File: config.mk
export PLATFORM = sky130hd
export DESIGN_NAME = tx_arp
export DESIGN_NICKNAME = d
export VERILOG_FILES = /design/src/rtl/tx_arp.sv
export SDC_FILE = /design/constraint.sdc
export NUM_CORES = 1
export LEC_CHECK = 0
export ABC_AREA = 1
export CAP_MARGIN = 20
export CORE_MARGIN = 2
export CORE_UTILIZATION = 54
export DETAILED_ROUTE_END_ITERATION = 12
export HOLD_SLACK_MARGIN = 0.02
export PLACE_DENSITY = 0.85
export SYNTH_ARGS = -nofsm -noshare
export SYNTH_HDL_FRONTEND = slang
export SYNTH_SLANG_ARGS = --single-unit
export TNS_END_PERCENT = 50
File: constraint.sdc
create_clock -name s_axis_aclk -period 5.4 [get_ports s_axis_aclk]
set_input_delay 1.08 -clock s_axis_aclk [delete_from_list [all_inputs] [get_ports s_axis_aclk]]
set_output_delay 1.08 -clock s_axis_aclk [all_outputs]
set_load 0.005 [all_outputs]
File: src/rtl/tx_arp.sv
// ARP frame transmitter: emits a 28-byte ARP body plus zero padding on an
// 8-bit AXI-Stream, or passes the upstream stream straight through when idle.
module tx_arp #(
    parameter int ARP_PAD_BYTES = 18
) (
    input  logic        s_axis_aclk,
    input  logic        s_axis_reset,
    input  logic        arp_enable,
    input  logic        arp_start,
    input  logic [15:0] arp_opcode,
    input  logic [47:0] arp_srcMac,
    input  logic [31:0] arp_srcIP,
    input  logic [47:0] arp_destMac,
    input  logic [31:0] arp_destIP,
    output logic        arp_busy,
    input  logic [7:0]  s_axis_tdata,
    input  logic        s_axis_tlast,
    input  logic        s_axis_tuser,
    input  logic        s_axis_tvalid,
    output logic        s_axis_tready,
    output logic [7:0]  m_axis_tdata,
    output logic        m_axis_tlast,
    output logic        m_axis_tuser,
    output logic        m_axis_tvalid,
    input  logic        m_axis_tready
);
    localparam int         FRAME_LEN = 28 + ARP_PAD_BYTES;
    localparam logic [5:0] LAST_IDX  = 6'(FRAME_LEN - 1);
    localparam logic [5:0] BODY_LAST = 6'd27;

    typedef enum logic [1:0] {IDLE, BODY, PAD} state_t;

    state_t      state_q;
    logic [5:0]  idx_q;
    logic [15:0] opcode_q;
    logic [47:0] srcMac_q;
    logic [31:0] srcIP_q;
    logic [47:0] destMac_q;
    logic [31:0] destIP_q;
    logic        m_tvalid_q;
    logic        m_tlast_q;
    logic        m_tuser_q;
    logic [7:0]  m_tdata_q;

    logic [5:0]   idx_d;
    logic [7:0]   tdata_d;
    logic [223:0] body;
    logic         sel;

    function automatic logic [7:0] body_byte(input logic [223:0] b, input logic [5:0] i);
        logic [223:0] sh;
        sh = b << {i, 3'b000};
        return sh[223:216];
    endfunction

    assign body  = {16'h0001, 16'h0800, 8'h06, 8'h04,
                    opcode_q, srcMac_q, srcIP_q, destMac_q, destIP_q};
    assign idx_d = idx_q + 6'd1;

    // Byte that becomes visible after the current beat is accepted.
    always_comb begin
        tdata_d = 8'h00;
        if (idx_d <= BODY_LAST)
            tdata_d = body_byte(body, idx_d);
    end

    always_ff @(posedge s_axis_aclk) begin
        if (s_axis_reset) begin
            state_q    <= IDLE;
            idx_q      <= '0;
            opcode_q   <= '0;
            srcMac_q   <= '0;
            srcIP_q    <= '0;
            destMac_q  <= '0;
            destIP_q   <= '0;
            m_tvalid_q <= 1'b0;
            m_tlast_q  <= 1'b0;
            m_tuser_q  <= 1'b0;
            m_tdata_q  <= 8'h00;
        end else begin
            case (state_q)
                IDLE: begin
                    if (arp_start && arp_enable) begin
                        opcode_q   <= arp_opcode;
                        srcMac_q   <= arp_srcMac;
                        srcIP_q    <= arp_srcIP;
                        destMac_q  <= arp_destMac;
                        destIP_q   <= arp_destIP;
                        idx_q      <= '0;
                        state_q    <= BODY;
                        m_tvalid_q <= 1'b1;
                        m_tuser_q  <= 1'b1;
                        m_tlast_q  <= 1'b0;
                        // Byte 0 is the high byte of hardware type 0x0001.
                        m_tdata_q  <= 8'h00;
                    end
                end
                default: begin
                    if (m_axis_tready) begin
                        if (idx_q == LAST_IDX) begin
                            state_q    <= IDLE;
                            idx_q      <= '0;
                            m_tvalid_q <= 1'b0;
                            m_tlast_q  <= 1'b0;
                            m_tuser_q  <= 1'b0;
                            m_tdata_q  <= 8'h00;
                        end else begin
                            idx_q     <= idx_d;
                            m_tdata_q <= tdata_d;
                            m_tuser_q <= 1'b0;
                            m_tlast_q <= (idx_d == LAST_IDX);
                            state_q   <= (idx_d > BODY_LAST) ? PAD : BODY;
                        end
                    end
                end
            endcase
        end
    end

    assign arp_busy = (state_q != IDLE);
    assign sel      = arp_enable | arp_busy;

    assign m_axis_tvalid = sel ? m_tvalid_q : s_axis_tvalid;
    assign m_axis_tdata  = sel ? m_tdata_q  : s_axis_tdata;
    assign m_axis_tlast  = sel ? m_tlast_q  : s_axis_tlast;
    assign m_axis_tuser  = sel ? m_tuser_q  : s_axis_tuser;
    assign s_axis_tready = sel ? 1'b0       : m_axis_tready;
endmodule

==> impl_metrics.json, run 1 <==
{
  "numCtsBuffers": 17,
  "totalWireLength_um": 24400,
  "period_share_pct": 75.6,
  "seq_area_frac_synth_pct": 43.5,
  "worst_ep_arrival_time_ns": 3.00,
  "synth_area_leaders": "dfxtp_1, o21ai_0, nor2_1",
  "synthArstFlopShare_pct": 0,
  "synth_common_cells": "nor2_1, nand2_1, dfxtp_1",
  "rows": 47,
  "grt_pass1_wl_um": 39300,
  "period_minus_slack_ns": 4.08,
  "power_switching_uw": 918,
  "grt_setup_unrepaired": "false",
  "yosysUniqueCellTypes": 31,
  "reg2reg_slack_ns": 2.59,
  "die_h_um": 133,
  "hold_violations": 0,
  "clock_latency_ns": 0.44,
  "synth.most_common_cell": "nor2_1",
  "synth_top_cell_by_area": "dfxtp_1",
  "cts_resized": 0,
  "yosysWarnings": 0,
  "antenna_found_initial": 1,
  "synth_flop_cell": "dfxtp_1",
  "p_clk_share_pct": 39.8,
  "finClkSkew_ns": 0.00915,
  "synthCells": 1302,
  "crit_type": "input pin to output port",
  "syn_avg_cell_area_um2": 6.89,
  "cts_sinks": 195,
  "min_from": "srcMac_q[3]$_SDFFE_PP0P_",
  "cp_max_fo": 13,
  "p_total_uw": 3580,
  "drt_iter0_drc": 806,
  "pwr-share-comb_pct": 16.2,
  "max_cap_violations": 0,
  "synth-seq-cells": 195,
  "io_pins": 205,
  "synth_nets": 1497,
  "setup_tns_ns": 0,
  "cts_root_buffer": "clkbuf_16",
  "hpwl_um": 16200,
  "vias": 8847,
  "seq_power_share_pct": 44.0,
  "relSlewSlack_pct": 32.1,
  "grt_max_degree": 131,
  "hold_class": "flop to flop",
  "grt_pass1_vias": 8288,
  "drc": 0,
  "power.density_mw_per_mm2": 309,
  "nNetsFinal": 1635,
  "cts_buffer_depth": 2,
  "fmaxAchievable_mhz": 245,
  "start_util_pct": 54.7,
  "dr.pass1.iters": 5,
  "synth_top_area_share_pct": 43.5,
  "place_area_mm2": 0.0109,
  "wire_per_inst_um": 14.6,
  "tritoncts": "yes",
  "grt_usage_pct": 27.6,
  "p_sw_share_pct": 25.6,
  "p_int_uw": 2660,
  "worst_setup_path_end_kind": "output port",
  "start_kind": "input pin",
  "gp_congestion": 0.907,
  "synthToLayoutAreaGrowth_pct": 29.3,
  "timing.rr.start": "idx_q[0]$_SDFFE_PP0P_",
  "syn-cell-area_mm2": 0.00898,
  "core_mm2": 0.0164,
  "overflow": 0,
  "ant_nets": 0,
  "min_delay_path_depth": 2,
  "cts_hold_buf": 0,
  "post-route-util_pct": 70.8,
  "slew_viol_final": 0,
  "portBuffers": 204,
  "status": "finished, final reports clean",
  "drive_above_1_share_pct": 5.09,
  "reg2regPathDepth": 11,
  "worstMarginPinSlew_ns": 1.02,
  "synth-edff-count": 0,
  "setup_viol": 0,
  "h-tree-depth": 4,
  "power.leakage_uw": 0.00460,
  "max-vdd-ir-drop_uv": 236,
  "cts_setup_buffers": 0,
  "cp.required_ns": 4.32,
  "reg2reg_to": "m_tdata_q[2]$_SDFFE_PP0P_",
  "dieArea_mm2": 0.0177,
  "die_w_um": 133,
  "viasPerCell": 5.28,
  "fin_area_mm2": 0.0116,
  "nFillCells": 1384,
  "clk_pin_slew_ns": 0.07,
  "min_to": "srcMac_q[3]$_SDFFE_PP0P_"
}
power by group through the flow:
stage | sequential, uW | combinational [uW] | clock (uW)
floorplan | 1600 | 339 | 0
global placement | 1600 | 560 | 0
detailed placement | 1610 | 571 | 0
CTS | 1580 | 577 | 1440
global route | 1580 | 647 | 1500
finish | 1580 | 580 | 1430
layout make-up:
cell class / count / area [um2] / area share, %
multi-input combinational: 900 / 4190 / 36.1
antenna: 2 / 5.00 / 0.0431
sequential: 195 / 3910 / 33.7
inverter: 112 / 423 / 3.64
clock buffer: 20 / 457 / 3.93
tap: 220 / 275 / 2.37
clock inverter: 12 / 213 / 1.83
timing repair buffer: 214 / 2140 / 18.4
logic make-up after synthesis:
logic type | after synthesis | share of synthesized area, %
adders and majority gates | 3 | 0.418
AOI/OAI and AO/OA | 343 | 19.6
buffers and inverters | 207 | 9.92
DFF | 195 | 43.5
and+or+nand+nor | 544 | 25.0
muxes | 10 | 1.55
through the flow:
stage          hold WS, ns  setup WS [ns]  instances
6_report             0.453           1.32       1675
2_1_floorplan        0.424           2.46       1302
3_3_place_gp         0.437           1.40       1640
3_5_place_dp         0.443           1.32       1640
4_1_cts              0.454           1.31       1672
5_1_grt              0.475           1.26       1674
metal layers:
metal	part of all wire [%]	wire length [um]	global-route usage [%]
met5	0	0	0
met4	2.9	711	11.3
met3	6.6	1610	3.75
met2	48	11700	46.7
met1	43	10400	35.5
cell usage in the layout (no fill, tap or decap), drive strengths merged:
| cell | count |
|---|---|
| nor2 | 228 |
| nand2 | 217 |
| clkdlybuf4s50 | 204 |
| o21ai | 202 |
| dfxtp | 195 |
| a21oi | 124 |
| inv | 118 |
| nand3 | 93 |
| clkbuf | 20 |
| o211ai | 14 |
| buf | 10 |
| mux2 | 10 |
| bufinv | 5 |
| and2 | 3 |
| ha | 3 |
| diode | 2 |
| o31ai | 2 |
| nand4 | 2 |
| or2 | 1 |
| a211oi | 1 |
| clkinvlp | 1 |
worst max-delay path by stage:
stage | depth (start not counted) | start | to
finish | 4 | arp_enable | m_axis_tlast
global route | 4 | arp_enable | m_axis_tlast
CTS | 4 | arp_enable | m_axis_tlast
detailed placement | 4 | arp_enable | m_axis_tlast
global placement | 4 | arp_enable | m_axis_tdata[7]
floorplan | 4 | arp_enable | m_axis_tdata[0]
flip-flops by register name (all words and copies together) (netlist names), 2 cells and up:
register   count
destMac_q     48
srcMac_q      48
destIP_q      32
srcIP_q       32
opcode_q      16
m_tdata_q      8
idx_q          6
state_q        2
worst max-delay path: stages:
cell	delay, ns
clkdlybuf4s50_1	0.52
or2_1	0.54
mux2_2	0.41
clkdlybuf4s50_1	0.46
No activity file was read; power rests on OpenSTA's default activity.
==> inputs of run 2 (changes only) <==
--- a/config.mk
+++ b/config.mk
@@ -8,10 +8,10 @@
 export ABC_AREA = 1
 export CAP_MARGIN = 20
 export CORE_MARGIN = 2
-export CORE_UTILIZATION = 54
+export CORE_UTILIZATION = 46
 export DETAILED_ROUTE_END_ITERATION = 12
 export HOLD_SLACK_MARGIN = 0.02
-export PLACE_DENSITY = 0.85
+export PLACE_DENSITY = 0.77
 export SYNTH_ARGS = -nofsm -noshare
 export SYNTH_HDL_FRONTEND = slang
 export SYNTH_SLANG_ARGS = --single-unit
==> constraint.sdc (replaced) <==
create_clock -name s_axis_aclk -period 3.6 [get_ports s_axis_aclk]
set_input_delay 0.72 -clock s_axis_aclk [delete_from_list [all_inputs] [get_ports s_axis_aclk]]
set_output_delay 0.72 -clock s_axis_aclk [all_outputs]
set_load 0.005 [all_outputs]
==> run 2 against run 1 <==
Die area up 17%. Routed wire length up 0.98%. Via count down 1.9%. Largest power group unchanged. Largest cell class unchanged.
==> impl_metrics.json, run 2 (synthesis results as in run 1) <==
{
  "grt_usage_pct": 23.8,
  "max-vdd-ir-drop_uv": 329,
  "cts_setup_buffers": 0,
  "ant_nets": 0,
  "period_share_pct": 92.6,
  "cp.required_ns": 2.88,
  "core_mm2": 0.0193,
  "totalWireLength_um": 24600,
  "cp_max_fo": 13,
  "min_to": "srcMac_q[0]$_SDFFE_PP0P_",
  "final_cell_mix": "nor2_1, nand2_1, clkdlybuf4s50_1",
  "h-tree-depth": 4,
  "worst_ep_arrival_time_ns": 2.61,
  "relSlewSlack_pct": 50.3,
  "ff_latch_area_mm2": 0.00391,
  "status": "finished, final reports clean",
  "slew_viol_final": 0,
  "grt_pass1_vias": 7804,
  "timing.rr.start": "idx_q[1]$_SDFFE_PP0P_",
  "die_h_um": 144,
  "nFillCells": 1821,
  "clk_pin_slew_ns": 0.07,
  "drive_above_1_share_pct": 5.16,
  "p_int_uw": 3830,
  "grt_max_degree": 166,
  "drt_iter0_drc": 698,
  "hold_violations": 0,
  "cts_sinks": 195,
  "cts_buffer_depth": 2,
  "start_util_pct": 46.4,
  "grt_setup_unrepaired": "false",
  "grt_pass1_wl_um": 38900,
  "p_sw_share_pct": 26.8,
  "worstMarginPinSlew_ns": 0.743,
  "wire_per_inst_um": 14.3,
  "crit_type": "input pin to output port",
  "reg2regPathDepth": 9,
  "rows": 51,
  "worst_setup_path_end_kind": "output port",
  "min_from": "srcMac_q[0]$_SDFFE_PP0P_",
  "power.density_mw_per_mm2": 449,
  "clock_latency_ns": 0.43,
  "num_antenna_cells": 0,
  "period_minus_slack_ns": 3.33,
  "power.leakage_uw": 0.00458,
  "pwr-share-comb_pct": 16.7,
  "fmaxAchievable_mhz": 300,
  "cts_root_buffer": "clkbuf_16",
  "tritoncts": "yes",
  "die_w_um": 144,
  "setup_tns_ns": 0,
  "dieArea_mm2": 0.0206,
  "viasPerCell": 5.05,
  "drc": 0,
  "numCtsBuffers": 17,
  "reg2reg_to": "m_tdata_q[4]$_SDFFE_PP0P_",
  "start_kind": "input pin",
  "mostFrequentLayoutCell": "nor2_1",
  "nNetsFinal": 1635,
  "hold_class": "flop to flop",
  "min_delay_path_depth": 2,
  "largest_registers": "destMac_q: 48 flops, srcMac_q: 48 flops",
  "overflow": 0,
  "cts_resized": 0,
  "multi_input_area_mm2": 0.00419,
  "holdWs_ns": 0.452,
  "dr.pass1.iters": 6,
  "io_pins": 205,
  "setup_viol": 0,
  "seq_power_share_pct": 45.1,
  "power_switching_uw": 1400,
  "synthToLayoutAreaGrowth_pct": 29.7,
  "reg2reg_slack_ns": 1.23,
  "hpwl_um": 16500,
  "finClkSkew_ns": 0.00872,
  "gp_congestion": 0.905,
  "max_cap_violations": 0,
  "portBuffers": 204,
  "antenna_found_initial": 0,
  "p_clk_share_pct": 38.1,
  "vias": 8679,
  "cts_hold_buf": 0
}
[run 2: cell type report]
class | count | area share, %
clock buffer | 17 | 3.65
inverter | 112 | 3.63
clock inverter | 15 | 1.68
multi-input combinational | 900 | 36.0
timing repair buffer | 214 | 18.6
tap | 265 | 2.85
sequential | 195 | 33.6
[run 2: metrics by stage]
step                setup WS [ns]  instances  instance area, um2  util [%]  total power (uW)
floorplan                    1.38       1302                8980         -              2910
global placement            0.323       1686               11000      57.0              3270
detailed placement          0.257       1686               11000      57.0              3280
CTS                         0.263       1718               11600      60.2              5270
global route                0.187       1718               11600      60.2              5490
finish                      0.267       1718               11600      60.2              5230
[run 2: power by group through the flow]
stage                     clock network (uW)  registers [uW]  logic (uW)
after floorplan                            0            2400         509
after global placement                     0            2410         860
after detailed placement                   0            2410         871
after CTS                               2030            2360         878
after global routing                    2130            2380         978
final                                   1990            2360         876
[run 2: worst max-delay path, cell delays in order]
cell	delay [ns]
clkdlybuf4s50_1	0.52
or2_1	0.52
mux2_2	0.40
clkdlybuf4s50_1	0.45
[run 2: how the worst max path moves through the flow]
stage                      end       start  slack (ns)  cells past startpoint
2_1_floorplan  m_axis_tdata[0]  arp_enable        1.38                      4
3_3_place_gp      m_axis_tlast  arp_enable        0.32                      4
3_5_place_dp      m_axis_tlast  arp_enable        0.26                      4
4_1_cts           m_axis_tlast  arp_enable        0.26                      4
5_1_grt        m_axis_tdata[7]  arp_enable        0.19                      4
6_report          m_axis_tlast  arp_enable        0.27                      4
[run 2: metal layers]
metal / up-vias / GRT usage, % / wire [um]
met5: - / 0 / 0
met4: 0 / 7.17 / 476
met1: 3878 / 32.9 / 11300
li1: 4477 / - / -
met3: 30 / 4.73 / 1600
met2: 294 / 37.7 / 11300
